[src/rtl/pipe_stage_if.sv]
`default_nettype none
// =============================================================================
// Module   : pipe_stage_if
// Brief    : Handshake bundle between hazard/decode logic and pipe_stage_ctl.
// Revision : 1.0 - initial release
// =============================================================================
interface pipe_stage_if #(
    parameter int INSTR_W = 16,
    parameter int CTRL_W  = 16,
    parameter int CNT_W   = 16
) ();
    logic [INSTR_W-1:0] if_instr;
    logic [INSTR_W-1:0] if_pc;
    logic [CTRL_W-1:0]  id_ctrl;
    logic               id_halt;
    logic               fd_nop;
    logic               de_nop;
    logic               em_nop;
    logic               mw_nop;

    logic [INSTR_W-1:0] id_instr;
    logic [INSTR_W-1:0] id_pc;
    logic               id_valid;
    logic [CTRL_W-1:0]  ex_ctrl;
    logic               ex_valid;
    logic [CTRL_W-1:0]  mem_ctrl;
    logic               mem_valid;
    logic [CTRL_W-1:0]  wb_ctrl;
    logic               wb_valid;
    logic               pc_write;
    logic               halted;
    logic [CNT_W-1:0]   stall_cnt;

    modport master (
        output if_instr, if_pc, id_ctrl, id_halt, fd_nop, de_nop, em_nop, mw_nop,
        input  id_instr, id_pc, id_valid, ex_ctrl, ex_valid, mem_ctrl, mem_valid,
               wb_ctrl, wb_valid, pc_write, halted, stall_cnt
    );

    modport slave (
        input  if_instr, if_pc, id_ctrl, id_halt, fd_nop, de_nop, em_nop, mw_nop,
        output id_instr, id_pc, id_valid, ex_ctrl, ex_valid, mem_ctrl, mem_valid,
               wb_ctrl, wb_valid, pc_write, halted, stall_cnt
    );
endinterface
`default_nettype wire

[src/rtl/pipe_stage_ctl.sv]
`default_nettype none
// =============================================================================
// Module   : pipe_stage_ctl
// Brief    : Pipeline boundary registers, nop-driven bubble/hold, halt drain.
// Revision : 1.0 - initial release
// =============================================================================
module pipe_stage_ctl #(
    parameter int INSTR_W = 16,
    parameter int CTRL_W  = 16,
    parameter int CNT_W   = 16
) (
    input  wire logic   clk,
    input  wire logic   rst,
    pipe_stage_if.slave bus
);
    typedef enum logic [1:0] {
        ST_RUN    = 2'd0,
        ST_DRAIN  = 2'd1,
        ST_HALTED = 2'd2
    } state_t;

    localparam logic [CNT_W-1:0] c_cnt_one = CNT_W'(1);

    state_t             state_q, state_d;
    logic [INSTR_W-1:0] id_instr_q, id_instr_d, id_pc_q, id_pc_d;
    logic               id_valid_q, id_valid_d;
    logic [CTRL_W-1:0]  ex_ctrl_q, ex_ctrl_d, mem_ctrl_q, mem_ctrl_d, wb_ctrl_q, wb_ctrl_d;
    logic               ex_valid_q, ex_valid_d, mem_valid_q, mem_valid_d, wb_valid_q, wb_valid_d;
    logic               ex_halt_q, ex_halt_d, mem_halt_q, mem_halt_d;
    logic [CNT_W-1:0]   stall_cnt_q, stall_cnt_d;

    logic w_frozen, w_wb_load, w_mem_load, w_ex_load, w_id_load, w_id_bubble;
    logic w_halt_capture, w_halt_retire, w_pc_write;

    always_comb begin
        // A stage loads (bubble or data) only when no more-downstream nop holds it.
        w_frozen       = (state_q == ST_HALTED);
        w_wb_load      = !w_frozen;
        w_mem_load     = w_wb_load && !bus.mw_nop;
        w_ex_load      = w_mem_load && !bus.em_nop;
        w_halt_capture = (state_q == ST_RUN) && w_ex_load && !bus.de_nop
                         && id_valid_q && bus.id_halt;
        w_id_load      = (w_ex_load && !bus.de_nop) || (state_q == ST_DRAIN);
        w_id_bubble    = bus.fd_nop || (state_q == ST_DRAIN) || w_halt_capture;
        w_halt_retire  = w_wb_load && !bus.mw_nop && mem_valid_q && mem_halt_q;
        w_pc_write     = (state_q == ST_RUN) && !(bus.de_nop || bus.em_nop || bus.mw_nop);

        state_d     = state_q;
        id_instr_d  = id_instr_q;
        id_pc_d     = id_pc_q;
        id_valid_d  = id_valid_q;
        ex_ctrl_d   = ex_ctrl_q;
        ex_valid_d  = ex_valid_q;
        ex_halt_d   = ex_halt_q;
        mem_ctrl_d  = mem_ctrl_q;
        mem_valid_d = mem_valid_q;
        mem_halt_d  = mem_halt_q;
        wb_ctrl_d   = wb_ctrl_q;
        wb_valid_d  = wb_valid_q;
        stall_cnt_d = stall_cnt_q;

        if (w_wb_load) begin
            wb_valid_d = bus.mw_nop ? 1'b0 : mem_valid_q;
            wb_ctrl_d  = bus.mw_nop ? '0   : mem_ctrl_q;
        end
        if (w_mem_load) begin
            mem_valid_d = bus.em_nop ? 1'b0 : ex_valid_q;
            mem_ctrl_d  = bus.em_nop ? '0   : ex_ctrl_q;
            mem_halt_d  = bus.em_nop ? 1'b0 : ex_halt_q;
        end
        if (w_ex_load) begin
            ex_valid_d = !bus.de_nop && id_valid_q;
            ex_ctrl_d  = (!bus.de_nop && id_valid_q) ? bus.id_ctrl : '0;
            ex_halt_d  = !bus.de_nop && id_valid_q && bus.id_halt;
        end
        // Instructions fetched behind a HALT are discarded as they reach IF/ID.
        if (w_id_load) begin
            id_valid_d = !w_id_bubble;
            id_instr_d = w_id_bubble ? '0 : bus.if_instr;
            id_pc_d    = w_id_bubble ? '0 : bus.if_pc;
        end

        case (state_q)
            ST_RUN:    if (w_halt_capture) state_d = ST_DRAIN;
            ST_DRAIN:  if (w_halt_retire)  state_d = ST_HALTED;
            ST_HALTED: state_d = ST_HALTED;
            default:   state_d = ST_RUN;
        endcase

        if ((state_q == ST_RUN) && !w_pc_write && (stall_cnt_q != '1)) begin
            stall_cnt_d = stall_cnt_q + c_cnt_one;
        end
    end

    always_ff @(posedge clk) begin
        if (rst) begin
            state_q     <= ST_RUN;
            id_instr_q  <= '0;
            id_pc_q     <= '0;
            id_valid_q  <= 1'b0;
            ex_ctrl_q   <= '0;
            ex_valid_q  <= 1'b0;
            ex_halt_q   <= 1'b0;
            mem_ctrl_q  <= '0;
            mem_valid_q <= 1'b0;
            mem_halt_q  <= 1'b0;
            wb_ctrl_q   <= '0;
            wb_valid_q  <= 1'b0;
            stall_cnt_q <= '0;
        end else begin
            state_q     <= state_d;
            id_instr_q  <= id_instr_d;
            id_pc_q     <= id_pc_d;
            id_valid_q  <= id_valid_d;
            ex_ctrl_q   <= ex_ctrl_d;
            ex_valid_q  <= ex_valid_d;
            ex_halt_q   <= ex_halt_d;
            mem_ctrl_q  <= mem_ctrl_d;
            mem_valid_q <= mem_valid_d;
            mem_halt_q  <= mem_halt_d;
            wb_ctrl_q   <= wb_ctrl_d;
            wb_valid_q  <= wb_valid_d;
            stall_cnt_q <= stall_cnt_d;
        end
    end

    assign bus.id_instr  = id_instr_q;
    assign bus.id_pc     = id_pc_q;
    assign bus.id_valid  = id_valid_q;
    assign bus.ex_ctrl   = ex_ctrl_q;
    assign bus.ex_valid  = ex_valid_q;
    assign bus.mem_ctrl  = mem_ctrl_q;
    assign bus.mem_valid = mem_valid_q;
    assign bus.wb_ctrl   = wb_ctrl_q;
    assign bus.wb_valid  = wb_valid_q;
    assign bus.pc_write  = w_pc_write;
    assign bus.halted    = (state_q == ST_HALTED);
    assign bus.stall_cnt = stall_cnt_q;
endmodule
`default_nettype wire
[src/flat_wrapper.sv]
// flat-port wrapper written by rule: the top's interface ports become plain ports
module pipe_stage_ctl_flat 
#(
    parameter int INSTR_W = 16,
    parameter int CTRL_W  = 16,
    parameter int CNT_W   = 16
)
  (clk, rst, bus_if_instr, bus_if_pc, bus_id_ctrl, bus_id_halt, bus_fd_nop, bus_de_nop, bus_em_nop, bus_mw_nop, bus_id_instr, bus_id_pc, bus_id_valid, bus_ex_ctrl, bus_ex_valid, bus_mem_ctrl, bus_mem_valid, bus_wb_ctrl, bus_wb_valid, bus_pc_write, bus_halted, bus_stall_cnt);
  pipe_stage_if #(.INSTR_W(INSTR_W), .CTRL_W(CTRL_W), .CNT_W(CNT_W)) bus_i ();
  input  wire logic clk;
  input  wire logic rst;
  input wire logic [$bits(bus_i.if_instr)-1:0] bus_if_instr;
  input wire logic [$bits(bus_i.if_pc)-1:0] bus_if_pc;
  input wire logic [$bits(bus_i.id_ctrl)-1:0] bus_id_ctrl;
  input wire logic [$bits(bus_i.id_halt)-1:0] bus_id_halt;
  input wire logic [$bits(bus_i.fd_nop)-1:0] bus_fd_nop;
  input wire logic [$bits(bus_i.de_nop)-1:0] bus_de_nop;
  input wire logic [$bits(bus_i.em_nop)-1:0] bus_em_nop;
  input wire logic [$bits(bus_i.mw_nop)-1:0] bus_mw_nop;
  output wire logic [$bits(bus_i.id_instr)-1:0] bus_id_instr;
  output wire logic [$bits(bus_i.id_pc)-1:0] bus_id_pc;
  output wire logic [$bits(bus_i.id_valid)-1:0] bus_id_valid;
  output wire logic [$bits(bus_i.ex_ctrl)-1:0] bus_ex_ctrl;
  output wire logic [$bits(bus_i.ex_valid)-1:0] bus_ex_valid;
  output wire logic [$bits(bus_i.mem_ctrl)-1:0] bus_mem_ctrl;
  output wire logic [$bits(bus_i.mem_valid)-1:0] bus_mem_valid;
  output wire logic [$bits(bus_i.wb_ctrl)-1:0] bus_wb_ctrl;
  output wire logic [$bits(bus_i.wb_valid)-1:0] bus_wb_valid;
  output wire logic [$bits(bus_i.pc_write)-1:0] bus_pc_write;
  output wire logic [$bits(bus_i.halted)-1:0] bus_halted;
  output wire logic [$bits(bus_i.stall_cnt)-1:0] bus_stall_cnt;
  assign bus_i.if_instr = bus_if_instr;
  assign bus_i.if_pc = bus_if_pc;
  assign bus_i.id_ctrl = bus_id_ctrl;
  assign bus_i.id_halt = bus_id_halt;
  assign bus_i.fd_nop = bus_fd_nop;
  assign bus_i.de_nop = bus_de_nop;
  assign bus_i.em_nop = bus_em_nop;
  assign bus_i.mw_nop = bus_mw_nop;
  assign bus_id_instr = bus_i.id_instr;
  assign bus_id_pc = bus_i.id_pc;
  assign bus_id_valid = bus_i.id_valid;
  assign bus_ex_ctrl = bus_i.ex_ctrl;
  assign bus_ex_valid = bus_i.ex_valid;
  assign bus_mem_ctrl = bus_i.mem_ctrl;
  assign bus_mem_valid = bus_i.mem_valid;
  assign bus_wb_ctrl = bus_i.wb_ctrl;
  assign bus_wb_valid = bus_i.wb_valid;
  assign bus_pc_write = bus_i.pc_write;
  assign bus_halted = bus_i.halted;
  assign bus_stall_cnt = bus_i.stall_cnt;
  pipe_stage_ctl #(.INSTR_W(INSTR_W), .CTRL_W(CTRL_W), .CNT_W(CNT_W)) u_core (.clk(clk), .rst(rst), .bus(bus_i));
endmodule
[config.mk]
export PLATFORM = sky130hd
export DESIGN_NAME = pipe_stage_ctl_flat
export DESIGN_NICKNAME = d
export VERILOG_FILES = /design/src/rtl/pipe_stage_if.sv /design/src/rtl/pipe_stage_ctl.sv /design/src/flat_wrapper.sv
export SDC_FILE = /design/constraint.sdc
export NUM_CORES = 1
export LEC_CHECK = 0
export CORE_MARGIN = 2
export CORE_UTILIZATION = 43
export CTS_CLUSTER_DIAMETER = 150
export CTS_CLUSTER_SIZE = 30
export DETAILED_ROUTE_END_ITERATION = 16
export GPL_ROUTABILITY_DRIVEN = 0
export PLACE_DENSITY = 0.79
export SYNTH_ARGS = -nofsm -noshare
export SYNTH_HDL_FRONTEND = slang
export SYNTH_SLANG_ARGS = --single-unit
[constraint.sdc]
create_clock -name clk -period 2.3 [get_ports clk]
set_input_delay 0.345 -clock clk [delete_from_list [all_inputs] [get_ports clk]]
set_output_delay 0.345 -clock clk [all_outputs]
set_load 0.005 [all_outputs]
* Yosys cells after proc, flatten, opt, wreduce, memory -nomap -nowiden
Cells that the tools add are included.
** Word-level totals
- Bits in registers :: 104
- Bits of input ports :: 55
- Output and inout bits :: 102
- Word-level logic and storage cells :: 58
** Operators by class
- Add/sub/neg operators :: 1
- Eq/ne operators :: 5
- Multiplexer cells :: 11
- Reduce and logical (&&, ||, !) cells :: 28
** Operators by type and width (number)
- 2-to-1 mux 16 bit :: 5
- adder 16 x 1 -> 16 bit, second input constant :: 1
- inequality test 16 bit, second input constant :: 1
- logical AND 1 bit :: 14
- logical NOT 1 bit :: 7
- one-hot mux 2 bit (3 select lines) :: 1
- logical OR 1 bit :: 5
- 2-to-1 mux 2 bit :: 2
- inequality test 2 x 1 -> 1 bit, second input constant :: 2
- 2-to-1 mux 1 bit :: 3
- equality test 2 x 1 -> 1 bit, second input constant :: 1
- equality test 2 bit, second input constant :: 1
- logical NOT 2 bit :: 1
- AND reduction 2 bit :: 1

* Depth between registers and ports, before layout
- Word-level depth :: 10
- Depth in mapped cells :: 8
- Depth with buffers taken out :: 6

* Worst setup path before layout
Ideal clock, no wire load.
- Kind :: register to register
- Start :: reg u_core.state_q[0]
- End :: reg u_core.state_q[1]
- Setup time :: 0.072 ns
- Arrival time :: 1.905 ns
- Slack :: 0.324 ns
- Stages on the path, launching flop included :: 9
- Path buffers :: 2
- Path through :: dfxtp_1 -> inv_1 -> ha_1 -> buf_2 -> or2_2 -> clkbuf_1 -> o21ai_0 -> a21boi_0 -> mux2i_1
** On the way
- Longest elaborated chain between the ends :: 10
- Elaborated cells between the ends (all ways) :: 16
** Ends and longest elaborated chain
- start, declared :: line pipe_stage_ctl.sv:24 : state_t state_q, state_d;
- start signal, assigned :: line pipe_stage_ctl.sv:111 : state_q <= state_d;
- equality test 2 bit *
- net bus_halted :: line flat_wrapper.sv:30 : output wire logic [$bits(bus_i.halted)-1:0] bus_halted;
- logical NOT 1 bit :: line pipe_stage_ctl.sv:38 : w_wb_load = !w_frozen;
- logical AND 1 bit :: line pipe_stage_ctl.sv:39, pipe_stage_ctl.sv:45
- logical AND 1 bit :: line pipe_stage_ctl.sv:40 : w_ex_load = w_mem_load && !bus.em_nop;
- logical AND 1 bit (2 in series) :: line pipe_stage_ctl.sv:41 : w_halt_capture = (state_q == ST_RUN) && w_ex_load && !bus.de_nop
- logical AND 1 bit (2 in series) :: line pipe_stage_ctl.sv:42 : && id_valid_q && bus.id_halt;
- inequality test 2 x 1 -> 1 bit (no source line)
- AND reduction 2 bit (no source line)
Mark *: on every way through the listed nets, which the timed path passes. The rest lies on a longest branch.
A chain may end at the register's enable or synchronous reset.

* Worst setup path in the final report
- Start :: reg u_core.state_q[0]
- End :: out bus_pc_write
** On the way
- Longest elaborated chain between the ends :: 2
** Ends and longest elaborated chain
- logical NOT 2 bit :: line pipe_stage_ctl.sv:46 : w_pc_write = (state_q == ST_RUN) && !(bus.de_nop || bus.em_nop || bus.mw_nop);
- logical AND 1 bit :: line pipe_stage_ctl.sv:46
- end, declared :: line flat_wrapper.sv:29 : output wire logic [$bits(bus_i.pc_write)-1:0] bus_pc_write;
No other way between the ends.

==> impl_metrics.py <==
metrics = {
    "layout": {
        "drive_above_1_share_pct": 6.07,
        "layout_commonest_cell": "clkdlybuf4s50_1",
        "fin_util_pct": 64.5,
        "n_antenna_cell": 0,
        "layout_common_cells": "clkdlybuf4s50_1, dfxtp_1, nor2_1",
        "nNetsFinal": 647,
        "area_growth_pct": 47.8,
        "fillers": 809,
    },
    "sta": {
        "slew_violations": 0,
        "whs_ps": 460,
        "tightest_slew_ps": 741,
        "finalCritPeriodShare_pct": 93.8,
        "min_period_ps": 2160,
        "fin_setup_tns_ps": 0,
        "slew_headroom_pct": 50.5,
        "setup_viol": 0,
        "rsz0062_at_grt": "no",
        "skew_ps": 20.8,
        "finalHoldViolations": 0,
        "max_freq_mhz": 464,
    },
    "setup_path": {
        "criticalPathCategory": "flop to output port",
        "arrival_ps": 1810,
        "end_kind": "output port",
        "cp_max_fo": 5,
        "crit_required_ps": 1960,
        "start_kind": "flop",
    },
    "yosys": {
        "postSynthCellCount": 447,
        "syn_nets": 506,
        "ys_types": 36,
        "ys_ff_latch": 104,
        "seq_area_frac_synth_pct": 52.4,
        "syn-cell-area_um2": 3980,
        "yosys_warnings": 0,
        "syn_avg_cell_area_um2": 8.90,
    },
    "clock_tree": {
        "cts_buffers": 9,
        "cts_max_level": 3,
        "insertion_delay_ps": 370,
        "postCtsSetupBuffers": 0,
        "cts_tree": "yes",
        "cts.root.buffer_cell": "clkbuf_8",
        "path_clk_slew_ps": 120,
        "cts_sinks": 104,
        "clockBufferDepth": 2,
    },
    "pwr": {
        "p_comb_share_pct": 7.9,
        "leakage_nw": 2.00,
        "internal_power_mw": 2.51,
        "total_power_mw": 3.34,
        "p_sw_share_pct": 24.8,
        "p_per_area_nw_per_um2": 568,
        "p_switching_uw": 827,
        "seqPwrFrac_pct": 55.0,
        "clkPwrFrac_pct": 37.1,
        "peakVddDrop_mv": 0.360,
    },
    "global_route": {
        "grt_max_degree": 62,
        "grt_pass1_wl_um": 17700,
        "antenna_found_initial": 0,
        "grt-ovfl-total": 0,
        "grt_pass1_vias": 3712,
        "grt_usage_pct": 21.7,
    },
    "drt": {
        "route.detailed.drc": 0,
        "dr.pass1.iters": 4,
        "dr.first_iter.drc_count": 153,
        "vias_per_cell": 5.42,
        "routedWlPerCell_um": 15.7,
        "vias": 3816,
        "ant_nets": 0,
        "finalWirelength_um": 11100,
    },
    "floorplan": {
        "num_rows": 35,
        "start_util_pct": 43.7,
        "die_h_um": 100,
        "io_pins": 157,
        "core-area_um2": 9110,
        "die_x_um": 100,
        "fp.dieArea_um2": 10000,
    },
    "hold_path": {
        "hp-class": "input port to flop",
    },
    "placement": {
        "port_buffers": 156,
        "dp_hpwl_um": 7800,
    },
    "status": {
        "outcome": "complete, no violations",
    },
    "run": {
        "cap_violations": 0,
    },
}
==> cell usage after synthesis <==
master      n  area share [%]
or4b_1      1            0.25
or3_1       9             1.4
buf_2       7            0.88
clkbuf_2    1            0.13
a21oi_1    50             6.3
nor2_1     75             7.1
nand3_2     1            0.25
a221oi_1    1            0.22
clkbuf_1   26             2.5
nor3b_1    17             3.2
nand2_1    26             2.5
ha_1        4             1.3
or4_1       5            0.94
inv_1       7            0.66
nand2b_1    1            0.16
mux2i_1     2            0.50
a22oi_1    48             9.1
nand3b_1   18             3.4
and2_1      1            0.16
buf_1       3            0.28
nand3_1     6            0.76
nor2b_1     1            0.16
dfxtp_1   104              52
o31a_1      1            0.22
xor2_1      1            0.22
a21boi_0    1            0.19
o41ai_1     3            0.66
or2_2       2            0.31
and3_1      1            0.16
mux2_2      1            0.28
o311ai_0    1            0.22
nand4_1     5            0.79
nor3_1      1            0.13
o21ai_0     7            0.88
nor4_1      3            0.47
o31ai_1     6             1.1
==> layout make-up <==
cell class              count  area (um^2)  share of cell area [%]
inverters                   7         26.3                   0.447
repair buffers            167         1650                    28.1
well taps                 111          139                    2.36
multi-input cells         299         1750                    29.8
clock inverters             7         97.6                    1.66
flip-flops and latches    104         2080                    35.4
clock buffers               9          124                    2.11
==> power by group through the flow <==
stage,Clock [mW],Combinational (mW),Sequential (mW)
floorplan,0,0.0986,1.88
global placement,0,0.257,1.88
detailed placement,0,0.263,1.88
CTS,1.25,0.264,1.84
global route,1.33,0.285,1.84
finish,1.24,0.264,1.84
==> stage by stage <==
stage | cell area [um^2] | setup WS (ps) | instances
final | 5880 | 143 | 704
after global placement | 5630 | -98.0 | 688
after floorplan | 3980 | 324 | 447
after detailed placement | 5630 | -170 | 688
after global routing | 5880 | 27.3 | 704
after CTS | 5860 | 105 | 704
==> path summary, 6_finish.rpt <==
path                                              end  cells past startpoint  slack [ps]         startpoint
worst max-delay path                     bus_pc_write                      5         140  u_core.state_q[0]
worst min-delay path            u_core.bus.wb_ctrl[7]                      2         460                rst
worst max register to register  u_core.bus.ex_ctrl[4]                      6         240  u_core.state_q[0]
worst min register to register       u_core.ex_halt_q                      2         470   u_core.ex_halt_q
==> critical path: stages, from the launching register on <==
cell and delay (ps):
dfxtp_1 320, inv_1 90, ha_2 230, inv_1 70, nor4_2 190, clkdlybuf4s50_1 560
==> layer usage <==
metal  vias to the layer above  share of wire, %  GRT usage (%)
met3                        16               8.0           7.17
li1                       1872                 -              -
met4                         0               1.9           6.85
met2                       134                46           35.1
met1                      1794                44           27.7
met5                         -                 0              0
==> sequential cells by signal, indices dropped and copies added (netlist names), 2 cells and up <==
register	flops
u_core.state_q	2
u_core.bus.ex_ctrl	16
u_core.bus.id_pc	16
u_core.bus.mem_ctrl	16
u_core.bus.id_instr	16
u_core.bus.wb_ctrl	16
u_core.bus.stall_cnt	16
==> logic make-up (layout without fill, tap and decap cells) <==
group	count (synthesis)	count (layout)	share of synthesized area [%]
AOI/OAI and AO/OA	118	118	18.9
DFF	104	104	52.4
muxes	3	3	0.787
xor gates and xnor gates	1	1	0.220
and+or+nand+nor	173	173	22.1
buffers and inverters	44	190	4.41
adders and majority gates	4	4	1.26
==> repair_timing <==
item / in CTS / in global routing
hold endpoints to repair: 0 / 0
endpoints found under the setup margin: 1 / 34
pin swaps: 1 / 0
gates resized for setup: 2 / 2
hold buffers: 0 / 0
No activity file was read; power rests on OpenSTA's default activity.
